==> src/rtl/rec_play_ctrl.sv <==
// rtl/rec_play_ctrl.sv - record/playback sequencer with SRAM port arbitration
// Sequences recorder and player from key pulses and latches the recorded length.
module rec_play_ctrl #(
  parameter int ADDR_W = 20,
  parameter int DATA_W = 16,
  parameter logic [ADDR_W-1:0] MAX_ADDR = 20'hFFFFF
) (
  input  logic              i_clk,
  input  logic              i_rst,
  input  logic              i_init_done,
  input  logic              i_key_rec,
  input  logic              i_key_play,
  input  logic              i_key_pause,
  input  logic              i_key_stop,
  output logic              o_rec_start,
  output logic              o_rec_pause,
  output logic              o_rec_stop,
  input  logic [ADDR_W-1:0] i_rec_addr,
  input  logic [DATA_W-1:0] i_rec_data,
  input  logic              i_rec_valid,
  input  logic              i_rec_finish,
  output logic              o_play_start,
  output logic              o_play_pause,
  output logic              o_play_stop,
  input  logic [ADDR_W-1:0] i_play_addr,
  input  logic              i_play_finish,
  output logic [ADDR_W-1:0] o_sram_addr,
  output logic [DATA_W-1:0] o_sram_wdata,
  output logic              o_sram_we,
  output logic              o_sram_oe,
  output logic [ADDR_W-1:0] o_end_addr,
  output logic              o_end_valid,
  output logic [2:0]        o_state
);

  typedef enum logic [2:0] {
    S_INIT       = 3'd0,
    S_IDLE       = 3'd1,
    S_REC        = 3'd2,
    S_REC_PAUSE  = 3'd3,
    S_PLAY       = 3'd4,
    S_PLAY_PAUSE = 3'd5
  } state_t;

  state_t state;

  // Recording ends on a stop key or when the recorder writes the last SRAM word.
  logic rec_hit_end;
  logic play_hit_end;
  assign rec_hit_end  = i_rec_valid && (i_rec_addr == MAX_ADDR);
  assign play_hit_end = (i_play_addr >= o_end_addr);

  always_ff @(posedge i_clk) begin
    if (i_rst) begin
      state        <= S_INIT;
      o_rec_start  <= 1'b0;
      o_rec_pause  <= 1'b0;
      o_rec_stop   <= 1'b0;
      o_play_start <= 1'b0;
      o_play_pause <= 1'b0;
      o_play_stop  <= 1'b0;
      o_end_addr   <= '0;
      o_end_valid  <= 1'b0;
    end else begin
      o_rec_start  <= 1'b0;
      o_rec_pause  <= 1'b0;
      o_rec_stop   <= 1'b0;
      o_play_start <= 1'b0;
      o_play_pause <= 1'b0;
      o_play_stop  <= 1'b0;
      case (state)
        S_INIT: begin
          if (i_init_done) state <= S_IDLE;
        end
        S_IDLE: begin
          if (i_key_rec) begin
            state       <= S_REC;
            o_rec_start <= 1'b1;
          end else if (i_key_play && o_end_valid) begin
            state        <= S_PLAY;
            o_play_start <= 1'b1;
          end
        end
        S_REC: begin
          if (i_key_stop || rec_hit_end) begin
            state       <= S_IDLE;
            o_rec_stop  <= 1'b1;
            o_end_addr  <= i_rec_addr;
            o_end_valid <= 1'b1;
          end else if (i_rec_finish) begin
            state       <= S_IDLE;
            o_end_addr  <= i_rec_addr;
            o_end_valid <= 1'b1;
          end else if (i_key_pause) begin
            state       <= S_REC_PAUSE;
            o_rec_pause <= 1'b1;
          end
        end
        S_REC_PAUSE: begin
          if (i_key_stop) begin
            state       <= S_IDLE;
            o_rec_stop  <= 1'b1;
            o_end_addr  <= i_rec_addr;
            o_end_valid <= 1'b1;
          end else if (i_key_pause) begin
            state       <= S_REC;
            o_rec_pause <= 1'b1;
          end
        end
        S_PLAY: begin
          if (i_key_stop || play_hit_end) begin
            state       <= S_IDLE;
            o_play_stop <= 1'b1;
          end else if (i_play_finish) begin
            state <= S_IDLE;
          end else if (i_key_pause) begin
            state        <= S_PLAY_PAUSE;
            o_play_pause <= 1'b1;
          end
        end
        S_PLAY_PAUSE: begin
          if (i_key_stop) begin
            state       <= S_IDLE;
            o_play_stop <= 1'b1;
          end else if (i_key_pause) begin
            state        <= S_PLAY;
            o_play_pause <= 1'b1;
          end
        end
        default: state <= S_INIT;
      endcase
    end
  end

  // SRAM port follows the registered state with no extra latency.
  always_comb begin
    o_sram_addr  = '0;
    o_sram_wdata = '0;
    o_sram_we    = 1'b0;
    o_sram_oe    = 1'b0;
    case (state)
      S_REC: begin
        o_sram_addr  = i_rec_addr;
        o_sram_wdata = i_rec_data;
        o_sram_we    = i_rec_valid;
      end
      S_REC_PAUSE: begin
        o_sram_addr  = i_rec_addr;
        o_sram_wdata = i_rec_data;
      end
      S_PLAY, S_PLAY_PAUSE: begin
        o_sram_addr = i_play_addr;
        o_sram_oe   = 1'b1;
      end
      default: ;
    endcase
  end

  assign o_state = state;

endmodule

==> config.mk <==
export PLATFORM = sky130hd
export DESIGN_NAME = rec_play_ctrl
export DESIGN_NICKNAME = d
export VERILOG_FILES = /design/src/rtl/rec_play_ctrl.sv
export SDC_FILE = /design/constraint.sdc
export NUM_CORES = 1
export LEC_CHECK = 0
export CORE_MARGIN = 4
export CORE_UTILIZATION = 41
export DETAILED_ROUTE_END_ITERATION = 12
export PLACE_DENSITY = 0.88
export SLEW_MARGIN = 10
export SYNTH_ARGS = -nofsm -noshare
export SYNTH_HDL_FRONTEND = slang
export SYNTH_SLANG_ARGS = --single-unit
==> constraint.sdc <==
create_clock -name i_clk -period 4.9 [get_ports i_clk]
set_input_delay 0.49 -clock i_clk [delete_from_list [all_inputs] [get_ports i_clk]]
set_output_delay 0.49 -clock i_clk [all_outputs]
set_load 0.05 [all_outputs]
==> impl_metrics.env, run 1 <==
export IMPL_status="finished clean"
export IMPL_cts_sinks=30
export IMPL_p_per_area_nw_per_um2=235
export IMPL_p_sw_mw=0.341
export IMPL_postLayoutCoreUtil_pct=70.6
export IMPL_cp_slowest_cell="clkdlybuf4s50_1"
export IMPL_initial_core_util_pct=42.8
export IMPL_ios=134
export IMPL_layout_common_cells="clkdlybuf4s50_1, nor2_1, dfxtp_1"
export IMPL_chipHeight_um=81.5
export IMPL_route_detailed_drc=0
export IMPL_swShare_pct=39.7
export IMPL_setup_viol=0
export IMPL_crit_path_end_kind="primary output"
export IMPL_synth_enable_flop_cells=0
export IMPL_holdBufCountCts=0
export IMPL_antenna_found_initial=0
export IMPL_ys_async_sr_fraction_pct=0
export IMPL_drt_iter0_markers=224
export IMPL_layout_nets=492
export IMPL_regToRegStartpoint="o_end_addr[2]"
export IMPL_vias=2708
export IMPL_synth_main_ff_cell="dfxtp_1"
export IMPL_worst_path_max_fanout=22
export IMPL_cp_start_kind="flop"
export IMPL_rows=26
export IMPL_grt_pass1_vias=2735
export IMPL_reg2reg_depth=8
export IMPL_grt_pass1_wl_um=12900
export IMPL_drv_cap=0
export IMPL_period_minus_slack_ns=3.34
export IMPL_antenna_left=0
export IMPL_p_comb_share_pct=42.9
export IMPL_arrival_ns=2.85
export IMPL_synth_nets=373
export IMPL_final_common_cell="clkdlybuf4s50_1"
export IMPL_syn_area_um2=2210
export IMPL_required_ns=4.41
export IMPL_cts_tree="done"
export IMPL_slew_headroom_pct=28.3
export IMPL_worstSetupPathDepth=5
export IMPL_ctsResizeCount=0
export IMPL_cts_buffer_depth=2
export IMPL_post_cts_setup_buffer_count=0
export IMPL_cellLeakagePower_nw=1.24
export IMPL_fp_dieArea_um2=6640
export IMPL_multi_input_area_um2=1430
export IMPL_ys_types=36
export IMPL_min_from="o_end_addr[18]"
export IMPL_drive_above_1_share_pct=2.72
export IMPL_dr_pass1_iters=5
export IMPL_critical_path_cell_chain="inv_1 > ha_1 > a22oi_1 > nor2_1 > clkdlybuf4s50_1"
export IMPL_avgSynthCellArea_um2=7.79
export IMPL_cp_num_buf_inv=2
export IMPL_root_buffer="clkbuf_8"
export IMPL_ys_seq_area_share_pct=27.1
export IMPL_critical_path_class="flop to primary output"
export IMPL_worst_pin_slew_ns=1.07
export IMPL_grt_max_degree=38
export IMPL_die_x_um=81.5
export IMPL_wl_per_cell_um=17.4
export IMPL_hold_viol_final=0
export IMPL_finalCritPeriodShare_pct=68.2
export IMPL_critPathMaxStageDelay_ns=0.84
export IMPL_internal_power_mw=0.517
export IMPL_power_clock_fraction_pct=24.7
export IMPL_clk_latency_ns=0.29
export IMPL_antenna_cells=0
export IMPL_rsz0062_at_grt="no"
export IMPL_globalplace_congestion=0.947
export IMPL_drt_wl_total_um=8260
export IMPL_htreeDepth=2
export IMPL_path_delay_family="buffers and inverters"
export IMPL_drv_slew=0
export IMPL_reg2reg_to="o_state[1]"
export IMPL_fin_setup_tns_ns=0
export IMPL_total_power_mw=0.858
export IMPL_viasPerCell=5.71
export IMPL_synth_cells=284
export IMPL_nFillCells=410
export IMPL_grt_usage_pct=24.7
export IMPL_numPortBuffers=133
export IMPL_rrSetupSlack_ns=2.46
export IMPL_hold_end="o_end_addr[18]"
export IMPL_syn2layout_area_growth_pct=65.0
export IMPL_path_clk_slew_ns=0.07
export IMPL_fmax_ghz=0.299
export IMPL_pwr_share_seq_pct=32.4
export IMPL_synth_seq_cells=30
export IMPL_register_area_um2=601
export IMPL_post_dp_hpwl_um=6200
export IMPL_fin_skew_ns=0.00524
export IMPL_holdPathStages=2
export IMPL_peakVddDrop_mv=0.133
export IMPL_core_um2=5170
export IMPL_yosysWarnings=0
export IMPL_cts_buffers=5
export IMPL_overflow=0
export IMPL_worstHoldPathType="flop to flop"
==> cells by family (layout without fill, tap and decap cells) <==
group / Yosys count / in the layout / synth area share (%)
AO/OA/AOI/OAI: 92 / 92 / 30.5
adder cells (fa/ha/maj): 23 / 23 / 13.0
buffers and inverters: 49 / 169 / 8.42
flip-flops: 30 / 30 / 27.1
multiplexers: 3 / 3 / 1.47
AND/OR/NAND/NOR: 87 / 87 / 19.4
==> per-layer routing <==
layer  track usage, %  vias to the layer above  share of wire (%)
met5                0                        -                  0
met3             4.71                       21                6.9
li1                 -                     1289                  -
met4             9.12                        0                2.5
met2             43.9                      131                 51
met1             29.2                     1267                 40
==> power groups by stage <==
| stage | logic (mW) | registers (mW) | clock network [mW] |
|---|---|---|---|
| 2_1_floorplan | 0.172 | 0.326 | 0 |
| 3_3_place_gp | 0.360 | 0.282 | 0 |
| 3_5_place_dp | 0.365 | 0.283 | 0 |
| 4_1_cts | 0.366 | 0.277 | 0.211 |
| 5_1_grt | 0.393 | 0.280 | 0.221 |
| 6_report | 0.368 | 0.278 | 0.212 |
==> state kept, by name, indices dropped and copies added, names as in the netlist <==
name,flops
o_play_start,1
o_rec_pause,1
o_play_pause,1
o_state,3
o_end_valid,1
o_rec_start,1
o_end_addr,20
o_play_stop,1
o_rec_stop,1
==> worst max-delay path by stage <==
stage                     end       start  slack [ns]
2_1_floorplan  o_sram_addr[0]  o_state[2]        1.97
3_3_place_gp   o_sram_addr[0]  o_state[2]        1.81
3_5_place_dp   o_sram_addr[5]  o_state[2]        1.66
4_1_cts        o_sram_addr[0]  o_state[2]        1.32
5_1_grt        o_sram_addr[0]  o_state[1]        1.42
6_report       o_sram_addr[0]  o_state[1]        1.56
==> worst register-to-register path, stage by stage, from the launching register on <==
cell	delay [ns]
dfxtp_1	0.34
inv_1	0.06
ha_1	0.29
a211o_1	0.29
a31oi_1	0.13
o221ai_1	0.15
a211oi_1	0.45
a311o_1	0.28
mux2_1	0.32
==> through the flow <==
step                cell area, um^2  setup slack (ns)  cells  hold WS, ns
floorplan                      2210              1.97    284        0.580
global placement               3560              1.81    466        0.465
detailed placement             3560              1.66    466        0.487
CTS                            3650              1.32    474        0.499
global route                   3650              1.42    474        0.530
finish                         3650              1.56    474        0.494
==> synthesized netlist by cell type (all sizes together) (2+ instances only) <==
cell type / instances / area, um^2
dfxtp: 30 / 601
nor2: 30 / 113
inv: 26 / 97.6
ha: 23 / 288
a22oi: 20 / 150
clkbuf: 20 / 75.1
o2111ai: 19 / 166
o31ai: 19 / 143
and2: 16 / 100
nand2: 15 / 56.3
a21oi: 13 / 65.1
nor3: 7 / 35.0
nand4: 6 / 37.5
o21ai: 5 / 25.0
o21a: 4 / 30.0
buf: 3 / 13.8
nor2b: 3 / 18.8
nor4: 3 / 25.0
a211o: 2 / 17.5
a21o: 2 / 15.0
a31oi: 2 / 12.5
mux2: 2 / 22.5
nand2b: 2 / 12.5
nor3b: 2 / 15.0
==> final cells by class <==
type                    count  area share (%)
multi-input cells         205            39.1
repair buffers            135            36.9
flip-flops and latches     30            16.4
inverters                  26            2.67
well taps                  70            2.40
clock buffers               7            2.36
clock inverters             1           0.137
Note: power is estimated with default switching activity, not from simulation.
==> run 2, diff against run 1 <==
--- a/config.mk
+++ b/config.mk
@@ -6,9 +6,9 @@
 export NUM_CORES = 1
 export LEC_CHECK = 0
 export CORE_MARGIN = 4
-export CORE_UTILIZATION = 41
+export CORE_UTILIZATION = 38
 export DETAILED_ROUTE_END_ITERATION = 12
-export PLACE_DENSITY = 0.88
+export PLACE_DENSITY = 0.83
 export SLEW_MARGIN = 10
 export SYNTH_ARGS = -nofsm -noshare
 export SYNTH_HDL_FRONTEND = slang
==> constraint.sdc (replaced) <==
create_clock -name i_clk -period 3.35 [get_ports i_clk]
set_input_delay 0.335 -clock i_clk [delete_from_list [all_inputs] [get_ports i_clk]]
set_output_delay 0.335 -clock i_clk [all_outputs]
set_load 0.05 [all_outputs]
==> impl_metrics.env, run 2 (same netlist as run 1, synthesis figures left out) <==
export IMPL_globalplace_congestion=0.889
export IMPL_cellLeakagePower_nw=1.28
export IMPL_overflow=0
export IMPL_antenna_cells=0
export IMPL_wl_per_cell_um=17.5
export IMPL_hold_viol_final=0
export IMPL_drv_cap=0
export IMPL_ios=134
export IMPL_route_detailed_drc=0
export IMPL_crit_path_end_kind="primary output"
export IMPL_pwr_share_seq_pct=32.7
export IMPL_layout_nets=500
export IMPL_wl_met2_um=4030
export IMPL_antenna_left=0
export IMPL_antenna_found_initial=0
export IMPL_cts_buffer_depth=2
export IMPL_drt_iter0_markers=210
export IMPL_critPathMaxStageDelay_ns=0.84
export IMPL_finalCritPeriodShare_pct=87.5
export IMPL_whs_ns=0.498
export IMPL_core_um2=5570
export IMPL_fp_dieArea_um2=7110
export IMPL_regToRegStartpoint="o_end_addr[17]"
export IMPL_largest_register_ffs=20
export IMPL_root_buffer="clkbuf_8"
export IMPL_power_clock_fraction_pct=23.0
export IMPL_post_dp_hpwl_um=6460
export IMPL_initial_core_util_pct=39.7
export IMPL_rsz0062_at_grt="no"
export IMPL_fmax_ghz=0.341
export IMPL_clk_latency_ns=0.29
export IMPL_worstHoldPathType="flop to flop"
export IMPL_status="finished clean"
export IMPL_p_comb_share_pct=44.3
export IMPL_grt_pass1_wl_um=13500
export IMPL_die_x_um=84.3
export IMPL_dr_pass1_iters=4
export IMPL_drv_slew=0
export IMPL_final_common_cell="clkdlybuf4s50_1"
export IMPL_cts_sinks=30
export IMPL_fin_cells=483
export IMPL_worst_path_max_fanout=20
export IMPL_swShare_pct=40.5
export IMPL_wl_met3_um=743
export IMPL_hold_end="o_end_addr[1]"
export IMPL_arrival_ns=2.60
export IMPL_period_minus_slack_ns=2.93
export IMPL_holdBufCountCts=0
export IMPL_p_sw_mw=0.503
export IMPL_critical_path_class="flop to primary output"
export IMPL_slew_headroom_pct=52.1
export IMPL_worst_pin_slew_ns=0.719
export IMPL_final_area_um2=3700
export IMPL_grt_max_degree=26
export IMPL_grt_usage_pct=23.2
export IMPL_placed_cells=476
export IMPL_required_ns=3.01
export IMPL_viasPerCell=5.61
export IMPL_internal_power_mw=0.739
export IMPL_holdPathStages=2
export IMPL_min_from="o_end_addr[1]"
export IMPL_grt_pass1_vias=2703
export IMPL_met1Wirelength_um=3490
export IMPL_cp_slowest_cell="clkdlybuf4s50_1"
export IMPL_syn2layout_area_growth_pct=67.2
export IMPL_peakVddDrop_mv=0.214
export IMPL_cts_buffers=5
export IMPL_path_delay_family="buffers and inverters"
export IMPL_dpl_cell_area_um2=3620
export IMPL_critical_path_cell_chain="inv_1 > ha_1 > nor2_1 > clkdlybuf4s50_1"
export IMPL_path_clk_slew_ns=0.06
export IMPL_ctsResizeCount=0
export IMPL_rrSetupSlack_ns=0.88
export IMPL_cts_tree="done"
export IMPL_drt_wl_total_um=8450
export IMPL_post_cts_setup_buffer_count=0
export IMPL_regMostFlops="o_end_addr"
export IMPL_layout_common_cells="clkdlybuf4s50_1, nor2_1, dfxtp_1"
export IMPL_cp_start_kind="flop"
export IMPL_cp_num_buf_inv=2
export IMPL_htreeDepth=2
export IMPL_fin_setup_tns_ns=0
export IMPL_p_per_area_nw_per_um2=336
export IMPL_setup_viol=0
export IMPL_numPortBuffers=133
export IMPL_top_layer="met4"
export IMPL_reg2reg_depth=8
export IMPL_chipHeight_um=84.3
export IMPL_rows=27
export IMPL_postLayoutCoreUtil_pct=66.4
export IMPL_vias=2711
export IMPL_reg2reg_to="o_state[1]"
export IMPL_drive_above_1_share_pct=4.38
export IMPL_fin_skew_ns=0.00822
[run 2: cell types whose count changed in the layout (fill, tap and decap cells not counted)]
| cell | before | now |
|---|---|---|
| clkbuf_8 | 6 | 5 |
| ha_1 | 22 | 23 |
| ha_2 | 1 | 0 |
| clkbuf_1 | 1 | 0 |
| clkinv_2 | 1 | 2 |
| buf_4 | 2 | 10 |
[run 2: worst max-delay path by stage]
stage | start | cells after the start | end
after floorplan | o_state[2] | 4 | o_sram_addr[0]
after global placement | i_play_addr[2] | 8 | o_state[0]
after detailed placement | i_play_addr[17] | 8 | o_state[1]
after CTS | o_state[1] | 4 | o_sram_addr[18]
after global routing | o_state[1] | 4 | o_sram_addr[0]
final | o_state[1] | 4 | o_sram_addr[0]
[run 2: tightest hold or removal path: stages, from the launching register on]
cell and delay, ns:
dfxtp_1 0.31, inv_1 0.07, o31ai_1 0.07
[run 2: power groups by stage]
stage | clock [mW] | combinational, mW | sequential (mW)
after global routing | 0.306 | 0.586 | 0.410
after global placement | 0 | 0.538 | 0.413
after floorplan | 0 | 0.252 | 0.477
final | 0.285 | 0.550 | 0.406
after detailed placement | 0 | 0.545 | 0.414
after CTS | 0.285 | 0.548 | 0.406
[run 2: final cells by class]
class / instances / area, um^2
Clock buffer: 5 / 68.8
Multi-Input combinational cell: 205 / 1430
Sequential cell: 30 / 601
Timing Repair Buffer: 143 / 1410
Fill cell: 483 / 1870
Inverter: 26 / 97.6
Tap cell: 72 / 90.1
Clock inverter: 2 / 10.0
[run 2: layer usage]
layer / global-route usage [%] / vias up
met4: 10.1 / 0
met5: 0 / -
met3: 4.91 / 16
met2: 39.5 / 143
met1: 28.0 / 1251
li1: - / 1301
[run 2: through the flow]
step	power (mW)	setup slack [ns]
2_1_floorplan	0.729	0.575
6_report	1.24	0.419
3_5_place_dp	0.959	0.457
5_1_grt	1.30	0.234
4_1_cts	1.24	0.410
3_3_place_gp	0.951	0.550
